File: src/rtl/aes_pkg.sv
// Shared AES definitions for the MixColumns datapath: state/column types,
// the GF(2^8) reduction constant, xtime/gmul helpers and the FSM state enum.
// Optional feature macro used by the consumers of this package: MIX_COLUMNS_INV_EN.
package aes_pkg;

    typedef logic [127:0] aes_state_t;
    typedef logic [31:0]  aes_col_t;

    // x^8 + x^4 + x^3 + x + 1
    localparam logic [8:0] AES_POLY = 9'h11B;

    typedef enum logic [1:0] {
        ST_IDLE = 2'd0,
        ST_BUSY = 2'd1,
        ST_DONE = 2'd2
    } mc_state_e;

    // Multiply by x in GF(2^8)
    function automatic logic [7:0] xtime(input logic [7:0] b);
        return {b[6:0], 1'b0} ^ (b[7] ? AES_POLY[7:0] : 8'h00);
    endfunction

    // General GF(2^8) multiply, shift-and-add over the bits of b
    function automatic logic [7:0] gmul(input logic [7:0] a, input logic [7:0] b);
        logic [7:0] p;
        logic [7:0] x;
        p = 8'h00;
        x = a;
        for (int i = 0; i < 8; i++) begin
            if (b[i]) p = p ^ x;
            x = xtime(x);
        end
        return p;
    endfunction

endpackage

File: src/rtl/mix_single_column.sv
// Combinational MixColumns on one 32-bit column (row 0 in the top byte).
// With MIX_COLUMNS_INV_EN defined an inv_i select chooses InvMixColumns.
module mix_single_column
    import aes_pkg::*;
(
`ifdef MIX_COLUMNS_INV_EN
    input  logic     inv_i,
`endif
    input  aes_col_t col_i,
    output aes_col_t col_o
);

    logic [7:0] a0, a1, a2, a3;
    logic [7:0] f0, f1, f2, f3;

    assign a0 = col_i[31:24];
    assign a1 = col_i[23:16];
    assign a2 = col_i[15:8];
    assign a3 = col_i[7:0];

    // Forward matrix rows: 02 03 01 01 rotated right one byte per row
    always_comb begin
        f0 = xtime(a0) ^ xtime(a1) ^ a1 ^ a2 ^ a3;
        f1 = a0 ^ xtime(a1) ^ xtime(a2) ^ a2 ^ a3;
        f2 = a0 ^ a1 ^ xtime(a2) ^ xtime(a3) ^ a3;
        f3 = xtime(a0) ^ a0 ^ a1 ^ a2 ^ xtime(a3);
    end

`ifdef MIX_COLUMNS_INV_EN
    logic [7:0] i0, i1, i2, i3;

    // Inverse matrix rows: 0e 0b 0d 09 rotated right one byte per row
    always_comb begin
        i0 = gmul(a0, 8'h0e) ^ gmul(a1, 8'h0b) ^ gmul(a2, 8'h0d) ^ gmul(a3, 8'h09);
        i1 = gmul(a0, 8'h09) ^ gmul(a1, 8'h0e) ^ gmul(a2, 8'h0b) ^ gmul(a3, 8'h0d);
        i2 = gmul(a0, 8'h0d) ^ gmul(a1, 8'h09) ^ gmul(a2, 8'h0e) ^ gmul(a3, 8'h0b);
        i3 = gmul(a0, 8'h0b) ^ gmul(a1, 8'h0d) ^ gmul(a2, 8'h09) ^ gmul(a3, 8'h0e);
    end

    assign col_o = inv_i ? {i0, i1, i2, i3} : {f0, f1, f2, f3};
`else
    assign col_o = {f0, f1, f2, f3};
`endif

endmodule

File: src/rtl/mix_columns_seq.sv
// Sequential AES MixColumns: accepts a 128-bit state, transforms
// COLS_PER_CYCLE columns per clock (1, 2 or 4), then holds the result
// until the consumer takes it.
// Optional macro MIX_COLUMNS_INV_EN adds the in_inv port and InvMixColumns.
//
// Handshake: a transfer happens on a rising edge where valid and ready are
// both 1; valid never depends on ready, and in_ready is combinational
// (it follows out_ready in DONE so a result can be handed off and a new
// state accepted on the same edge).
module mix_columns_seq
    import aes_pkg::*;
#(
    parameter int COLS_PER_CYCLE = 1
)
(
    input  logic         clk,
    input  logic         rst_n,
`ifdef MIX_COLUMNS_INV_EN
    input  logic         in_inv,
`endif
    input  logic         in_valid,
    output logic         in_ready,
    input  logic [127:0] in_state,
    output logic         out_valid,
    input  logic         out_ready,
    output logic [127:0] out_state
);

    localparam logic [1:0] CNT_STEP = 2'(COLS_PER_CYCLE);
    localparam logic [1:0] CNT_LAST = 2'(4 - COLS_PER_CYCLE);

    mc_state_e  state_q;
    logic [1:0] cnt_q;
    aes_state_t work_q;
    aes_state_t work_d;
    logic       out_valid_q;
    logic       last_col;

    logic [1:0] col_idx [COLS_PER_CYCLE];
    aes_col_t   col_in  [COLS_PER_CYCLE];
    aes_col_t   col_out [COLS_PER_CYCLE];

`ifdef MIX_COLUMNS_INV_EN
    logic inv_q;
`endif

    // One column transformer per column handled in a cycle
    for (genvar k = 0; k < COLS_PER_CYCLE; k++) begin : g_col
        assign col_idx[k] = cnt_q + 2'(k);
        assign col_in[k]  = work_q[127 - 32*int'(col_idx[k]) -: 32];

        mix_single_column u_mix (
`ifdef MIX_COLUMNS_INV_EN
            .inv_i (inv_q),
`endif
            .col_i (col_in[k]),
            .col_o (col_out[k])
        );
    end

    // Merge the freshly transformed columns into the working state
    always_comb begin
        work_d = work_q;
        for (int k = 0; k < COLS_PER_CYCLE; k++) begin
            work_d[127 - 32*int'(col_idx[k]) -: 32] = col_out[k];
        end
    end

    assign last_col = (cnt_q == CNT_LAST);

    // Ready while idle, or while done if the result leaves this very edge
    assign in_ready = rst_n && ((state_q == ST_IDLE) ||
                                ((state_q == ST_DONE) && out_ready));

    assign out_valid = out_valid_q;
    assign out_state = work_q;

    // Control FSM and working register
    always_ff @(posedge clk) begin
        if (!rst_n) begin
            state_q     <= ST_IDLE;
            cnt_q       <= 2'd0;
            work_q      <= '0;
            out_valid_q <= 1'b0;
`ifdef MIX_COLUMNS_INV_EN
            inv_q       <= 1'b0;
`endif
        end else begin
            case (state_q)
                ST_IDLE: begin
                    if (in_valid) begin
                        work_q  <= in_state;
                        cnt_q   <= 2'd0;
`ifdef MIX_COLUMNS_INV_EN
                        inv_q   <= in_inv;
`endif
                        state_q <= ST_BUSY;
                    end
                end
                ST_BUSY: begin
                    work_q <= work_d;
                    cnt_q  <= cnt_q + CNT_STEP;
                    if (last_col) begin
                        state_q     <= ST_DONE;
                        out_valid_q <= 1'b1;
                    end
                end
                ST_DONE: begin
                    if (out_ready) begin
                        out_valid_q <= 1'b0;
                        if (in_valid) begin
                            work_q  <= in_state;
                            cnt_q   <= 2'd0;
`ifdef MIX_COLUMNS_INV_EN
                            inv_q   <= in_inv;
`endif
                            state_q <= ST_BUSY;
                        end else begin
                            state_q <= ST_IDLE;
                        end
                    end
                end
                default: begin
                    state_q     <= ST_IDLE;
                    out_valid_q <= 1'b0;
                end
            endcase
        end
    end

endmodule
File: config.mk
export PLATFORM = sky130hd
export DESIGN_NAME = mix_columns_seq
export DESIGN_NICKNAME = d
export VERILOG_FILES = /design/src/rtl/aes_pkg.sv /design/src/rtl/mix_single_column.sv /design/src/rtl/mix_columns_seq.sv
export SDC_FILE = /design/constraint.sdc
export NUM_CORES = 1
export LEC_CHECK = 0
export CELL_PAD_IN_SITES_DETAIL_PLACEMENT = 0
export CELL_PAD_IN_SITES_GLOBAL_PLACEMENT = 1
export CORE_ASPECT_RATIO = 1.5
export CORE_MARGIN = 2
export CORE_UTILIZATION = 36
export DETAILED_ROUTE_END_ITERATION = 6
export PLACE_DENSITY = 0.87
export SLEW_MARGIN = 25
export SYNTH_ARGS = -nofsm -noshare
export SYNTH_HDL_FRONTEND = slang
export SYNTH_SLANG_ARGS = --single-unit
File: constraint.sdc
create_clock -name clk -period 3.1 [get_ports clk]
set_clock_uncertainty 0.1 [all_clocks]
set_input_delay 0.465 -clock clk [delete_from_list [all_inputs] [get_ports clk]]
set_output_delay 0.465 -clock clk [all_outputs]
set_load 0.05 [all_outputs]
==> flow_summary_export.csv <==
group,metric,value,unit
run_status,status,"complete, no violations",
pwr,total_power,12340,µW
global_route,grt_max_degree,134,
pwr,seq_power_share,20.8,%
logic_synthesis,ys_seq_area_share,30.08,%
drt,wirelength,36050,µm
sta,rsz0062_at_grt,"false",
clock_network,cts_sinks,133,
final_layout,layout.cells.non_filler,1454,
place,dp.cells,1420,
sta,worst_slack,0.3100,ns
logic_synthesis,yosysUniqueCellTypes,41,
run,cap_violations,0,
drt,avgRoutedWirePerCell,24.79,µm
sta,finalHoldViolations,0,
setup_path,critPathTopFamily,"XOR/XNOR gates",
clock_network,clockBufferDepth,2,
clock_network,post_cts_buffers,0,
clock_network,cts_hold_buf,0,
pwr,power_switching,5789,µW
drt,first_iter_violations,930,
drt,dr.pass1.iters,7,
global_route,antenna_found_initial,2,
place,place.gp.congestion,0.9135,
drt,ant_nets,0,
sta,maxSlewHeadroom,29.21,%
setup_path,worst-path-buf-inv,1,
logic_synthesis,syn_area,8851,µm²
final_layout,area_delta_synth_final,40.85,%
setup_path,worstPathCellList,"buf_12, mux4_1, xnor2_2, xnor3_1, a211oi_1",
floorplan,io_pins,262,
logic_synthesis,synth-main-ff-cell,"dfxtp_1",
floorplan,die_area,25880,µm²
clock_network,cts_buffers,17,
sta,tightest_slew,1.062,ns
logic_synthesis,synth_edf_count,0,
final_layout,multi_input_area,5784,µm²
sta,slew_viol_final,0,
drt,num_vias,9075,
clock_network,cts_tree,"done",
pwr,p_clk_share,17.9,%
logic_synthesis,yosysWarningCount,0,
clock_network,cts_repair_resize_count,0,
final_layout,nFillCells,2172,
setup_path,cp.arrival,3.02,ns
setup_path,cpMaxStageDelayCell,"mux4_1",
pwr,ir_drop,0.5880,mV
final_layout,seq_area,2665,µm²
drt,drc,0,
pwr,combPwrFrac,61.2,%
place,hpwl,25780,µm
drt,vias_per_cell,6.241,
sta,finalSetupViolations,0,
global_route,grt_pass1_wl,53840,µm
floorplan,fp.dieH,196.0,µm
floorplan,die_w,132.0,µm
floorplan,coreArea,24260,µm²
final_layout,final_nets,1251,
place,place_ws,0.3608,ns
logic_synthesis,synthCells,906,
global_route,grt_overflow_total,0,
clock_network,path_clk_slew,0.06,ns
floorplan,core.rowCount,70,
setup_path,critPathKind,"reg2reg",
sta,tns,0,ns
clock_network,cts_root_buf,"clkbuf_16",
setup_path,slowest_delay,0.80,ns
global_route,grt_pass1_vias,8803,
setup_path,crit_path_max_fanout,24,
global_route,grt_usage,27.20,%
setup_path,worstPathRequired,3.33,ns
place,port_buffers,261,
setup_path,end_kind,"register",
logic_synthesis,synthArstFlopShare,0,%
sta,finalCritPeriodShare,90.00,%
final_layout,drive_above_1_share,13.21,%
clock_network,htree_levels,4,
logic_synthesis,synthesis.nets,1042,
pwr,powerDensity,990.1,nW/µm²
setup_path,cp-start-kind,"register",
floorplan,start_util,36.48,%
logic_synthesis,yosys_register_bits,133,
sta,maxClockFrequency,358.4,MHz
sta,period_needed,2.790,ns
hold_path,hold_class,"reg2reg",
sta,whs,0.4836,ns
pwr,leakage,0.004357,µW
logic_synthesis,avgSynthCellArea,9.769,µm²
pwr,p_sw_share,46.90,%
pwr,p_int,6555,µW
clock_network,clock_latency,0.44,ns
==> sequential cells by signal, summed over array words and instances, names as in the netlist <==
name,flops
cnt_q,2
out_state,128
out_valid,1
state_q,2
==> layer usage <==
layer | vias to the layer above | global-route usage (%) | routed length (µm)
li1 | 4037 | - | -
met5 | - | 0 | 0
met3 | 96 | 4.212 | 2193
met1 | 4444 | 31.52 | 13460
met4 | 0 | 15.54 | 1799
met2 | 498 | 47.59 | 18600
==> cells by family (layout without fill, tap and decap cells) <==
family          count (synthesis)  after routing  synth area share (%)
buf+inv                       108            330                 5.047
fa+ha+maj                       4              4                0.5655
compound gates                526            526                 38.48
flops                         133            133                 30.08
xor+xnor                       74             74                 15.42
simple gates                   25             25                 1.597
other cells                     0              2                     0
mux                            36             36                 8.807
==> synthesized netlist by cell type (2+ instances only) <==
master / n / share of area, %
a211oi_1: 228 / 19
nor2_1: 2 / 0.085
a211oi_2: 22 / 3.1
xnor3_2: 5 / 1.3
buf_6: 2 / 0.25
xor2_1: 14 / 1.4
xnor2_1: 6 / 0.59
xnor2_2: 6 / 1.1
mux4_1: 5 / 1.5
mux4_2: 27 / 6.9
dfxtp_1: 133 / 30
o221ai_1: 3 / 0.30
o21ai_0: 135 / 7.6
o21a_1: 5 / 0.42
clkbuf_1: 96 / 4.1
nand3b_1: 3 / 0.25
nand2b_1: 2 / 0.14
a21oi_1: 129 / 7.3
buf_2: 5 / 0.28
inv_1: 2 / 0.085
nor2b_1: 2 / 0.14
and2_1: 3 / 0.21
xnor2_4: 2 / 0.62
xor3_1: 2 / 0.54
o31a_1: 3 / 0.30
xor2_2: 2 / 0.37
ha_1: 4 / 0.57
nor3_1: 3 / 0.17
mux2i_1: 4 / 0.45
xnor3_1: 36 / 9.2
nand2_1: 5 / 0.21
==> area by class of cell <==
cell class / instances / share of cell area [%]
Antenna cell: 2 / 0.04014
Clock buffer: 17 / 3.412
Clock inverter: 15 / 1.636
Inverter: 2 / 0.06022
Timing Repair Buffer: 296 / 23.83
Sequential cell: 133 / 21.38
Multi-Input combinational cell: 665 / 46.40
Tap cell: 324 / 3.252
==> per-stage QoR <==
step | util [%] | instance area [µm²]
3_5_place_dp | 48.77 | 11830
2_1_floorplan | - | 8851
5_1_grt | 51.39 | 12470
4_1_cts | 51.37 | 12460
6_report | 51.39 | 12470
3_3_place_gp | 48.77 | 11830
==> worst register-to-register path: stages (launching register included) <==
cell and delay (ns):
dfxtp_2 0.35, buf_12 0.24, mux4_1 0.81, xnor2_2 0.36, xnor3_1 0.53, a211oi_1 0.28
==> cell usage in the layout (no fill, tap or decap), types with 3 or more instances in the layout <==
| cell type | synthesis | final |
|---|---|---|
| buf_12 | 1 | 8 |
| a211oi_1 | 228 | 228 |
| o31a_1 | 3 | 3 |
| mux4_1 | 5 | 5 |
| mux4_2 | 27 | 27 |
| xnor3_1 | 36 | 36 |
| clkinv_2 | 0 | 3 |
| o221ai_1 | 3 | 3 |
| mux2i_1 | 4 | 4 |
| o21a_2 | 0 | 4 |
| a211oi_2 | 22 | 22 |
| buf_4 | 1 | 29 |
| nand3b_1 | 3 | 3 |
| a21oi_1 | 129 | 129 |
| xnor2_2 | 6 | 6 |
| xor2_1 | 14 | 14 |
| o21ai_2 | 0 | 4 |
| and2_1 | 3 | 3 |
| xnor3_2 | 5 | 5 |
| dfxtp_1 | 133 | 131 |
| nand2_1 | 5 | 5 |
| o21ai_0 | 135 | 131 |
| clkinv_4 | 0 | 5 |
| bufinv_16 | 0 | 4 |
| ha_1 | 4 | 4 |
| clkdlybuf4s50_1 | 0 | 259 |
| nor3_2 | 0 | 3 |
| xnor2_1 | 6 | 6 |
| clkbuf_16 | 0 | 17 |
==> worst paths after layout <==
path / from / end / slack [ns] / cells past startpoint
worst max register to register: cnt_q[1]$_SDFFE_PN0P_ / out_state[112]$_SDFFE_PN0P_ / 0.31 / 5
worst min register to register: out_state[125]$_SDFFE_PN0P_ / out_state[125]$_SDFFE_PN0P_ / 0.48 / 2
worst max-delay path: cnt_q[1]$_SDFFE_PN0P_ / out_state[112]$_SDFFE_PN0P_ / 0.31 / 5
worst min-delay path: out_state[125]$_SDFFE_PN0P_ / out_state[125]$_SDFFE_PN0P_ / 0.48 / 2
==> power groups by stage <==
stage	registers [µW]	logic (µW)	clock network (µW)
6_report	2570	7560	2210
5_1_grt	2610	7830	2300
4_1_cts	2560	7520	2220
3_5_place_dp	2590	7470	0
3_3_place_gp	2600	7420	0
2_1_floorplan	3890	3660	0
Power figures use the tool's default switching activity.
